`src/rtl/memory_access.sv`:
```
// Memory-access pipeline stage: forwards ALU results, issues aligned loads/stores to a
// handshaked data memory, and formats load data for writeback.
module memory_access (
  input  logic        clk,
  input  logic        rst_n,
  input  logic        valid_in,
  input  logic [31:0] alu_result,
  input  logic [31:0] rs2E,
  input  logic        write_regE,
  input  logic [2:0]  info_loadE,
  input  logic [1:0]  info_storeE,
  input  logic [4:0]  dstreg_addrE,
  output logic        stall,
  output logic        mem_req,
  output logic        mem_we,
  output logic [31:0] mem_addr,
  output logic [3:0]  mem_be,
  output logic [31:0] mem_wdata,
  input  logic [31:0] mem_rdata,
  input  logic        mem_ack,
  output logic        valid_out,
  output logic [31:0] wb_data,
  output logic        write_regM,
  output logic [4:0]  dstreg_addrM,
  output logic        misalign_err
);

  typedef enum logic {IDLE = 1'b0, WAIT = 1'b1} state_t;

  state_t      r_state;
  state_t      w_nextState;
  logic        w_capture;
  logic        w_complete;
  logic        w_isLoad;
  logic        w_isStore;
  logic        w_misalign;
  logic [3:0]  w_be;
  logic [31:0] w_wdata;
  logic [7:0]  w_byte;
  logic [15:0] w_half;
  logic [31:0] w_loadData;

  logic        r_memWe;
  logic [31:0] r_memAddr;
  logic [3:0]  r_memBe;
  logic [31:0] r_memWdata;
  logic [2:0]  r_loadType;
  logic [1:0]  r_addrLow;
  logic        r_writeReg;
  logic [4:0]  r_dst;
  logic        r_validOut;
  logic [31:0] r_wbData;
  logic        r_writeRegM;
  logic [4:0]  r_dstM;
  logic        r_misalign;

  always_comb begin
    w_nextState = r_state;
    w_capture   = 1'b0;
    w_complete  = 1'b0;
    w_isLoad    = (info_loadE != 3'd0) && (info_loadE <= 3'd5);
    w_isStore   = !w_isLoad && (info_storeE != 2'd0);
    w_misalign  = 1'b0;
    w_be        = 4'b1111;
    w_wdata     = rs2E;
    w_byte      = 8'd0;
    w_half      = 16'd0;
    w_loadData  = 32'd0;

    if (w_isLoad) begin
      case (info_loadE)
        3'd2, 3'd5: w_misalign = alu_result[0];
        3'd3:       w_misalign = |alu_result[1:0];
        default:    w_misalign = 1'b0;
      endcase
    end else if (w_isStore) begin
      case (info_storeE)
        2'd2:    w_misalign = alu_result[0];
        2'd3:    w_misalign = |alu_result[1:0];
        default: w_misalign = 1'b0;
      endcase
    end

    // Store lanes: narrow data is replicated so every enabled lane carries it.
    case (info_storeE)
      2'd1: begin
        w_be    = 4'b0001 << alu_result[1:0];
        w_wdata = {4{rs2E[7:0]}};
      end
      2'd2: begin
        w_be    = alu_result[1] ? 4'b1100 : 4'b0011;
        w_wdata = {2{rs2E[15:0]}};
      end
      default: begin
        w_be    = 4'b1111;
        w_wdata = rs2E;
      end
    endcase

    case (r_addrLow)
      2'd0:    w_byte = mem_rdata[7:0];
      2'd1:    w_byte = mem_rdata[15:8];
      2'd2:    w_byte = mem_rdata[23:16];
      default: w_byte = mem_rdata[31:24];
    endcase
    w_half = r_addrLow[1] ? mem_rdata[31:16] : mem_rdata[15:0];

    case (r_loadType)
      3'd1:    w_loadData = {{24{w_byte[7]}}, w_byte};
      3'd2:    w_loadData = {{16{w_half[15]}}, w_half};
      3'd3:    w_loadData = mem_rdata;
      3'd4:    w_loadData = {24'd0, w_byte};
      3'd5:    w_loadData = {16'd0, w_half};
      default: w_loadData = 32'd0;
    endcase

    case (r_state)
      IDLE: begin
        if (valid_in) begin
          w_capture = 1'b1;
          if ((w_isLoad || w_isStore) && !w_misalign) w_nextState = WAIT;
        end
      end
      WAIT: begin
        if (mem_ack) begin
          w_complete  = 1'b1;
          w_nextState = IDLE;
        end
      end
      default: w_nextState = IDLE;
    endcase
  end

  always_ff @(posedge clk or negedge rst_n) begin
    if (!rst_n) r_state <= IDLE;
    else        r_state <= w_nextState;
  end

  // Completion flags default low so every result is a single-cycle pulse.
  always_ff @(posedge clk or negedge rst_n) begin
    if (!rst_n) begin
      r_memWe     <= 1'b0;
      r_memAddr   <= 32'd0;
      r_memBe     <= 4'd0;
      r_memWdata  <= 32'd0;
      r_loadType  <= 3'd0;
      r_addrLow   <= 2'd0;
      r_writeReg  <= 1'b0;
      r_dst       <= 5'd0;
      r_validOut  <= 1'b0;
      r_wbData    <= 32'd0;
      r_writeRegM <= 1'b0;
      r_dstM      <= 5'd0;
      r_misalign  <= 1'b0;
    end else begin
      r_validOut  <= 1'b0;
      r_writeRegM <= 1'b0;
      r_misalign  <= 1'b0;
      if (w_capture) begin
        if (!(w_isLoad || w_isStore)) begin
          r_validOut  <= 1'b1;
          r_wbData    <= alu_result;
          r_writeRegM <= write_regE;
          r_dstM      <= dstreg_addrE;
        end else if (w_misalign) begin
          r_validOut <= 1'b1;
          r_misalign <= 1'b1;
          r_wbData   <= 32'd0;
          r_dstM     <= dstreg_addrE;
        end else begin
          r_memAddr  <= {alu_result[31:2], 2'b00};
          r_memWe    <= w_isStore;
          r_memBe    <= w_isLoad ? 4'b1111 : w_be;
          r_memWdata <= w_isStore ? w_wdata : 32'd0;
          r_loadType <= w_isLoad ? info_loadE : 3'd0;
          r_addrLow  <= alu_result[1:0];
          r_writeReg <= write_regE;
          r_dst      <= dstreg_addrE;
        end
      end else if (w_complete) begin
        r_validOut  <= 1'b1;
        r_wbData    <= w_loadData;
        r_writeRegM <= (r_loadType != 3'd0) && r_writeReg;
        r_dstM      <= r_dst;
      end
    end
  end

  assign stall        = (r_state == WAIT);
  assign mem_req      = (r_state == WAIT);
  assign mem_we       = r_memWe;
  assign mem_addr     = r_memAddr;
  assign mem_be       = r_memBe;
  assign mem_wdata    = r_memWdata;
  assign valid_out    = r_validOut;
  assign wb_data      = r_wbData;
  assign write_regM   = r_writeRegM;
  assign dstreg_addrM = r_dstM;
  assign misalign_err = r_misalign;

endmodule

```
`config.mk`:
```
export PLATFORM = sky130hd
export DESIGN_NAME = memory_access
export DESIGN_NICKNAME = d
export VERILOG_FILES = /design/src/rtl/memory_access.sv
export SDC_FILE = /design/constraint.sdc
export NUM_CORES = 1
export LEC_CHECK = 0
export ABC_AREA = 1
export BUFFER_PORTS_ARGS = -buffer_cell sky130_fd_sc_hd__buf_2
export CAP_MARGIN = 10
export CORE_ASPECT_RATIO = 0.7
export CORE_MARGIN = 5
export CORE_UTILIZATION = 50
export DETAILED_ROUTE_END_ITERATION = 10
export HOLD_SLACK_MARGIN = 0.12
export PLACE_DENSITY_LB_ADDON = 0.08
export SLEW_MARGIN = 30
export SYNTH_ARGS = -nofsm -noshare
export SYNTH_HDL_FRONTEND = slang
export SYNTH_SLANG_ARGS = --single-unit
```
`constraint.sdc`:
```
create_clock -name clk -period 1.8 [get_ports clk]
set_input_delay 0.09 -clock clk [delete_from_list [all_inputs] [get_ports clk]]
set_output_delay 0.09 -clock clk [all_outputs]
set_load 0.005 [all_outputs]
```
==> run metrics, run 1 <==
status=complete, no violations; die area=0.0156 mm²; CTS tree=yes; RSZ-0062 raised after global routing=yes; post-DR wirelength/cell=15.4 µm; Clock H-tree levels=4; period utilisation layout=94.0%; Seq pwr share=34.9%; Reg2Reg Depth=7; Max stage delay on crit path=0.54 ns; Global Route Usage Sum=28.5%; CP dominant cell by count=nor2_1; WP data required=2.07 ns; post-CTS setup buffer count=0; Initial Util=50.5%; Total Wirelength=21.7 mm; routability congestion estimate from global placement=0.946; synthesized area per cell=7.02 µm²; CP Launch Point=alu_result[1]; cell chain of the critical path=dlygate4sd3_1 -> buf_2 -> nor2_1 -> nor2_1 -> a21oi_2 -> nand4_4 -> buf_12 -> nand2_1 -> o21ai_1; DIE WIDTH=147 µm; critical path fanouts, max=56; cell taking the most area after synthesis=dfrtp_1; R2R setup slack=0.24 ns; post-synthesis sequential area ratio=45.4%; Final Hold Vio Count=0; share of post-route cells with drive strength above 1=23.3%; PortBufs=219; Worst Skew=0.0110 ns; dpl cell area=0.00788 mm²; Switching Share=33.7%; Slew Limit Fails=0; FF-to-FF End=mem_wdata[28]$_DFFE_PN0P_; Vias/cell=5.08; Reg clk slew, reported paths=0.06 ns; Post-Syn Area=0.00657 mm²; R2R Path Start=mem_req$_DFF_PN0_; min Tclk post-route=1.69 ns; clock tree sinks=119; Max Cap Viol=0; global-route wire length before repair=35.6 mm; Via Count=7130; Num CTS Buffers=17; Worst setup SP type=input port; post-route cell area=0.00933 mm²; Hold Crit Class=input port to flip-flop; GRT overflow=0; Achievable Freq=591 MHz; static leakage=0.00529 µW; Placeable Area=0.0130 mm²; Synth Instances=936; root buf cell=clkbuf_16; power density over the cells=1160 mW/mm²; number of global-route vias before repair=6939; relative slew slack=64.4%; Clock Latency Late Sink=0.42 ns; Logic pwr share=31.1%; # nets final=1338; EDFF count, synth=0; clock power share=33.9%; top cells by count, synth=399 x nand2_1, 119 x dfrtp_1, 81 x inv_1, 68 x nand3_1, 68 x o21ai_1; yosys warns=0; final setup fails=0; P_sw=3650 µW; post-synthesis register bit count=119; P_int=7180 µW; Reg area=0.00298 mm²; most frequent cell after synthesis=nand2_1; HPWL Detailed=15.0 mm; placement row count=35; WP data arrival=1.96 ns; drt first pass iters=5; area delta synth->final=42.1%; Worst Tran Pin Value=0.534 ns; Boundary Pins=222; drt initial violations=566; maximum number of pins on one net before global-route repair=57; Crit path max-delay family=buffers and inverters; top post-synthesis cells by area=dfrtp_1 45%, nand2_1 23%, nand3_1 5.2%, o21ai_1 5.2%, inv_1 4.6%; clock buffer depth=2; antenna-violating nets left=0; Critical-path top delay cell=dlygate4sd3_1; Die H=106 µm; Placement Setup Slack=0.106 ns; post-synth top area share=45.4%; Post-synth top flop=dfrtp_1; CP Buf/Inv Count=3; Crit path depth=9; Worst setup EP type=flip-flop; Critical Path End=mem_wdata[28]$_DFFE_PN0P_; # DRC=0; Distinct cells, synth=28; Max VDD drop=0.798 mV; Setup CP Type=input port to flip-flop; Final WS setup=0.108 ns; ys async rst share=100%; initial antenna violation count=0; multi-input logic area=0.00296 mm²; filler cell count=1093
-- worst min-delay path by stage --
stage                                              to  slack (ns)          start  depth (start not counted)
final                         wb_data[14]$_DFFE_PN0P_        0.14  mem_rdata[14]                          7
after global routing          wb_data[13]$_DFFE_PN0P_        0.17  mem_rdata[13]                          7
after floorplan           dstreg_addrM[0]$_DFFE_PN0P_       -0.21          rst_n                          0
after CTS                     wb_data[13]$_DFFE_PN0P_        0.12  mem_rdata[13]                          7
after detailed placement    mem_wdata[13]$_DFFE_PN0P_        0.11          rst_n                          1
after global placement      mem_wdata[16]$_DFFE_PN0P_        0.11          rst_n                          1
-- flip-flops by register name, indices dropped and copies added, names as in the netlist --
register,cells
r_loadType,3
wb_data,32
valid_out,1
mem_be,4
dstreg_addrM,5
mem_wdata,32
mem_req,1
misalign_err,1
r_writeReg,1
mem_we,1
mem_addr,30
r_dst,5
write_regM,1
r_addrLow,2
-- repair_timing --
| item | CTS | global route |
|---|---|---|
| setup endpoints to repair | 0 | 37 |
| hold buffers | 80 | 0 |
| gates resized for setup | 0 | 2 |
| hold endpoints to repair | 222 | 0 |
-- placed cells by master (no fill, tap or decap), types with 3 or more instances in the layout --
cell | netlist | final
a21oi_1 | 16 | 16
nand4_1 | 7 | 7
o21ai_1 | 68 | 68
nand3_1 | 68 | 68
bufinv_16 | 0 | 4
nand2_1 | 399 | 398
buf_12 | 0 | 12
o21ai_0 | 31 | 31
clkinv_4 | 0 | 4
dlygate4sd3_1 | 0 | 80
nor2_1 | 52 | 51
buf_4 | 13 | 13
ha_1 | 4 | 4
clkbuf_16 | 0 | 17
nand2_2 | 2 | 3
inv_1 | 81 | 81
o211ai_1 | 16 | 16
a31oi_1 | 3 | 3
inv_2 | 3 | 3
clkinvlp_4 | 0 | 3
nor2_2 | 2 | 3
buf_2 | 15 | 218
dfrtp_1 | 119 | 118
-- cell families after synthesis --
logic type      share of synthesized area, %
other cells                           0.0571
flops                                   45.4
compound gates                          11.0
simple gates                            32.9
buf+inv                                 9.89
fa+ha+maj                              0.762
-- worst min-delay path, delay by kind of cell --
family                 cells  cell delay, ns
buffers and inverters      1            0.10
AND/OR/NAND/NOR            6            0.31
-- power groups by stage --
stage               registers (µW)  clock network, µW  logic, µW
finish                        3780               3680       3380
global route                  3880               3850       3840
floorplan                     3820                  0       1770
detailed placement            3800                  0       3220
CTS                           3780               3740       3360
global placement              3810                  0       3170
-- final cells by class --
| cell class | count | share of cell area [%] |
|---|---|---|
| well taps | 166 | 2.23 |
| multi-input cells | 677 | 31.7 |
| repair buffers | 323 | 23.9 |
| clock buffers | 19 | 4.75 |
| flip-flops and latches | 119 | 31.9 |
| clock inverters | 13 | 2.09 |
| inverters | 85 | 3.42 |
| diodes | 1 | 0.0268 |
-- metrics by stage --
step | hold slack [ns] | utilization [%] | setup TNS [ns] | total power (µW) | cells
global route | 0.170 | 71.7 | -0.0149 | 11600 | 1402
global placement | 0.108 | 60.6 | 0 | 6980 | 1290
finish | 0.135 | 71.8 | 0 | 10800 | 1403
floorplan | -0.206 | - | 0 | 5590 | 937
detailed placement | 0.108 | 60.6 | 0 | 7020 | 1290
CTS | 0.122 | 71.7 | 0 | 10900 | 1402
-- layer usage --
layer | part of all wire [%] | vias to the layer above | GRT usage, %
met4 | 1.6 | 0 | 6.91
met5 | 0 | - | 0
met2 | 42 | 282 | 42.1
met1 | 48 | 3296 | 42.3
met3 | 8.1 | 29 | 6.75
li1 | - | 3523 | -
(Power assumes the default switching activity.)
==> inputs of run 2 (changes only) <==
--- a/config.mk
+++ b/config.mk
@@ -9,9 +9,10 @@
 export BUFFER_PORTS_ARGS = -buffer_cell sky130_fd_sc_hd__buf_2
 export CAP_MARGIN = 10
 export CORE_ASPECT_RATIO = 0.7
-export CORE_MARGIN = 5
+export CORE_MARGIN = 2
 export CORE_UTILIZATION = 50
 export DETAILED_ROUTE_END_ITERATION = 10
+export GPL_TIMING_DRIVEN = 1
 export HOLD_SLACK_MARGIN = 0.12
 export PLACE_DENSITY_LB_ADDON = 0.08
 export SLEW_MARGIN = 30
==> run 2 against run 1 <==
  * Final cell count up 0.21%
  * Routed wire length shrank 0.85%
  * Total power fell by 0.52%
  * First-iteration DRC count is 16% higher
  * Fmax shrank 0.66%
  * Global-route usage grew 2.0 points
  * Hold slack worse by 0.012 ns
  * Largest cell class unchanged
==> run metrics, run 2 (same netlist as run 1, synthesis figures left out) <==
# nets final=1347; Final WS setup=0.0973 ns; # DRC=0; post-DR wirelength/cell=15.3 µm; min Tclk post-route=1.70 ns; Reg2Reg Depth=10; Final Hold Vio Count=0; relative slew slack=64.0%; Clock H-tree levels=4; root buf cell=clkbuf_16; Placeable Area=0.0126 mm²; Design Power=10800 µW; FF-to-FF End=wb_data[9]$_DFFE_PN0P_; share of post-route cells with drive strength above 1=24.0%; clock buffer depth=2; Total Neg Setup Slack=0 ns; GRT overflow=0; Worst Skew=0.00615 ns; Die H=99.9 µm; placement row count=34; static leakage=0.00534 µW; Hold Crit Class=input port to flip-flop; CP Buf/Inv Count=4; Reg clk slew, reported paths=0.06 ns; cell chain of the critical path=dlygate4sd3_1 -> buf_2 -> nor2_4 -> nor2_1 -> a21oi_2 -> nand4_4 -> buf_4 -> clkbuf_16 -> o21ai_0; Hold Path End=wb_data[10]$_DFFE_PN0P_; final setup fails=0; global-route wire length before repair=33.8 mm; drt first pass iters=5; CP Launch Point=alu_result[1]; Setup CP Type=input port to flip-flop; Max stage delay on crit path=0.55 ns; # diodes=0; Slew Limit Fails=0; Initial Util=52.0%; WP data arrival=2.03 ns; Hold Path Depth=7; Global Route Usage Sum=30.5%; Critical-path top delay cell=dlygate4sd3_1; routability congestion estimate from global placement=0.961; Crit path max-delay family=buffers and inverters; Achievable Freq=587 MHz; WHS=0.123 ns; Boundary Pins=222; critical path fanouts, max=21; drt initial violations=654; initial antenna violation count=1; antenna-violating nets left=0; Num CTS Buffers=17; DIE WIDTH=141 µm; die area=0.0141 mm²; Max VDD drop=0.848 mV; Clock Latency Late Sink=0.41 ns; area delta synth->final=43.4%; period utilisation layout=94.6%; WP data required=2.12 ns; power density over the cells=1140 mW/mm²; Via Count=7167; clock tree sinks=119; HPWL Detailed=14.3 mm; Worst setup SP type=input port; Vias/cell=5.10; R2R Path Start=r_addrLow[1]$_DFFE_PN0P_; commonest non-fill, non-tap cell in the layout=nand2_1; status=complete, no violations; most frequent cells in the layout=399 x nand2_1, 218 x buf_2, 119 x dfrtp_1; R2R setup slack=0.19 ns; min-delay src=mem_rdata[10]; Total Wirelength=21.5 mm; Max Cap Viol=0; maximum number of pins on one net before global-route repair=75; Worst setup EP type=flip-flop; Placement Setup Slack=0.108 ns; Worst Tran Pin Value=0.540 ns; PortBufs=219; CTS tree=yes; number of global-route vias before repair=6759
run 2: how the worst max path moves through the flow:
stage | end | slack [ns] | cells past startpoint
3_5_place_dp | wb_data[27]$_DFFE_PN0P_ | 0.11 | 9
6_report | mem_be[2]$_DFFE_PN0P_ | 0.1 | 9
2_1_floorplan | mem_addr[28]$_DFFE_PN0P_ | 0.30 | 8
3_3_place_gp | wb_data[24]$_DFFE_PN0P_ | 0.14 | 9
5_1_grt | mem_wdata[24]$_DFFE_PN0P_ | -0.06 | 9
4_1_cts | wb_data[7]$_DFFE_PN0P_ | 0.05 | 9
run 2: report_power, final:
part	leakage [µW]	switching (µW)	internal [µW]	total [µW]
Sequential	0.00155	418	3370	3790
Combinational	0.00350	1950	1510	3460
Clock	0.000282	1310	2220	3530
run 2: final cells by class:
cell class | instances | area [µm²]
clock inverters | 13 | 171
inverters | 85 | 319
repair buffers | 332 | 2330
multi-input cells | 677 | 2970
flip-flops and latches | 119 | 2980
clock buffers | 18 | 439
well taps | 162 | 203
fillers | 1009 | 3220
run 2: repair_timing:
action / in CTS / in global routing
endpoints found under the setup margin: 0 / 52
gates resized for setup: 0 / 5
hold endpoints to repair: 181 / 0
buffers inserted: 0 / 4
hold buffers: 79 / 0
run 2: metal layers:
layer | vias to the layer above | global-route usage, % | part of all wire, %
met1 | 3295 | 44.2 | 46
met4 | 0 | 8.23 | 1.5
met5 | - | 0 | 0
li1 | 3544 | - | -
met2 | 298 | 44.8 | 43
met3 | 30 | 9.16 | 9.3
run 2: stage by stage:
| stage | std cells | cell area [µm²] | utilization [%] |
|---|---|---|---|
| 4_1_cts | 1399 | 9290 | 73.5 |
| 3_3_place_gp | 1289 | 7880 | 62.4 |
| 6_report | 1406 | 9420 | 74.5 |
| 2_1_floorplan | 937 | 6570 | - |
| 5_1_grt | 1406 | 9420 | 74.5 |
| 3_5_place_dp | 1289 | 7880 | 62.4 |
run 2: tightest hold or removal path, stage by stage:
cell	delay, ns
buf_2	0.10
nand2_1	0.05
nand3_1	0.07
nand2_1	0.05
nand2_1	0.05
nand2_1	0.05
nand2_1	0.04
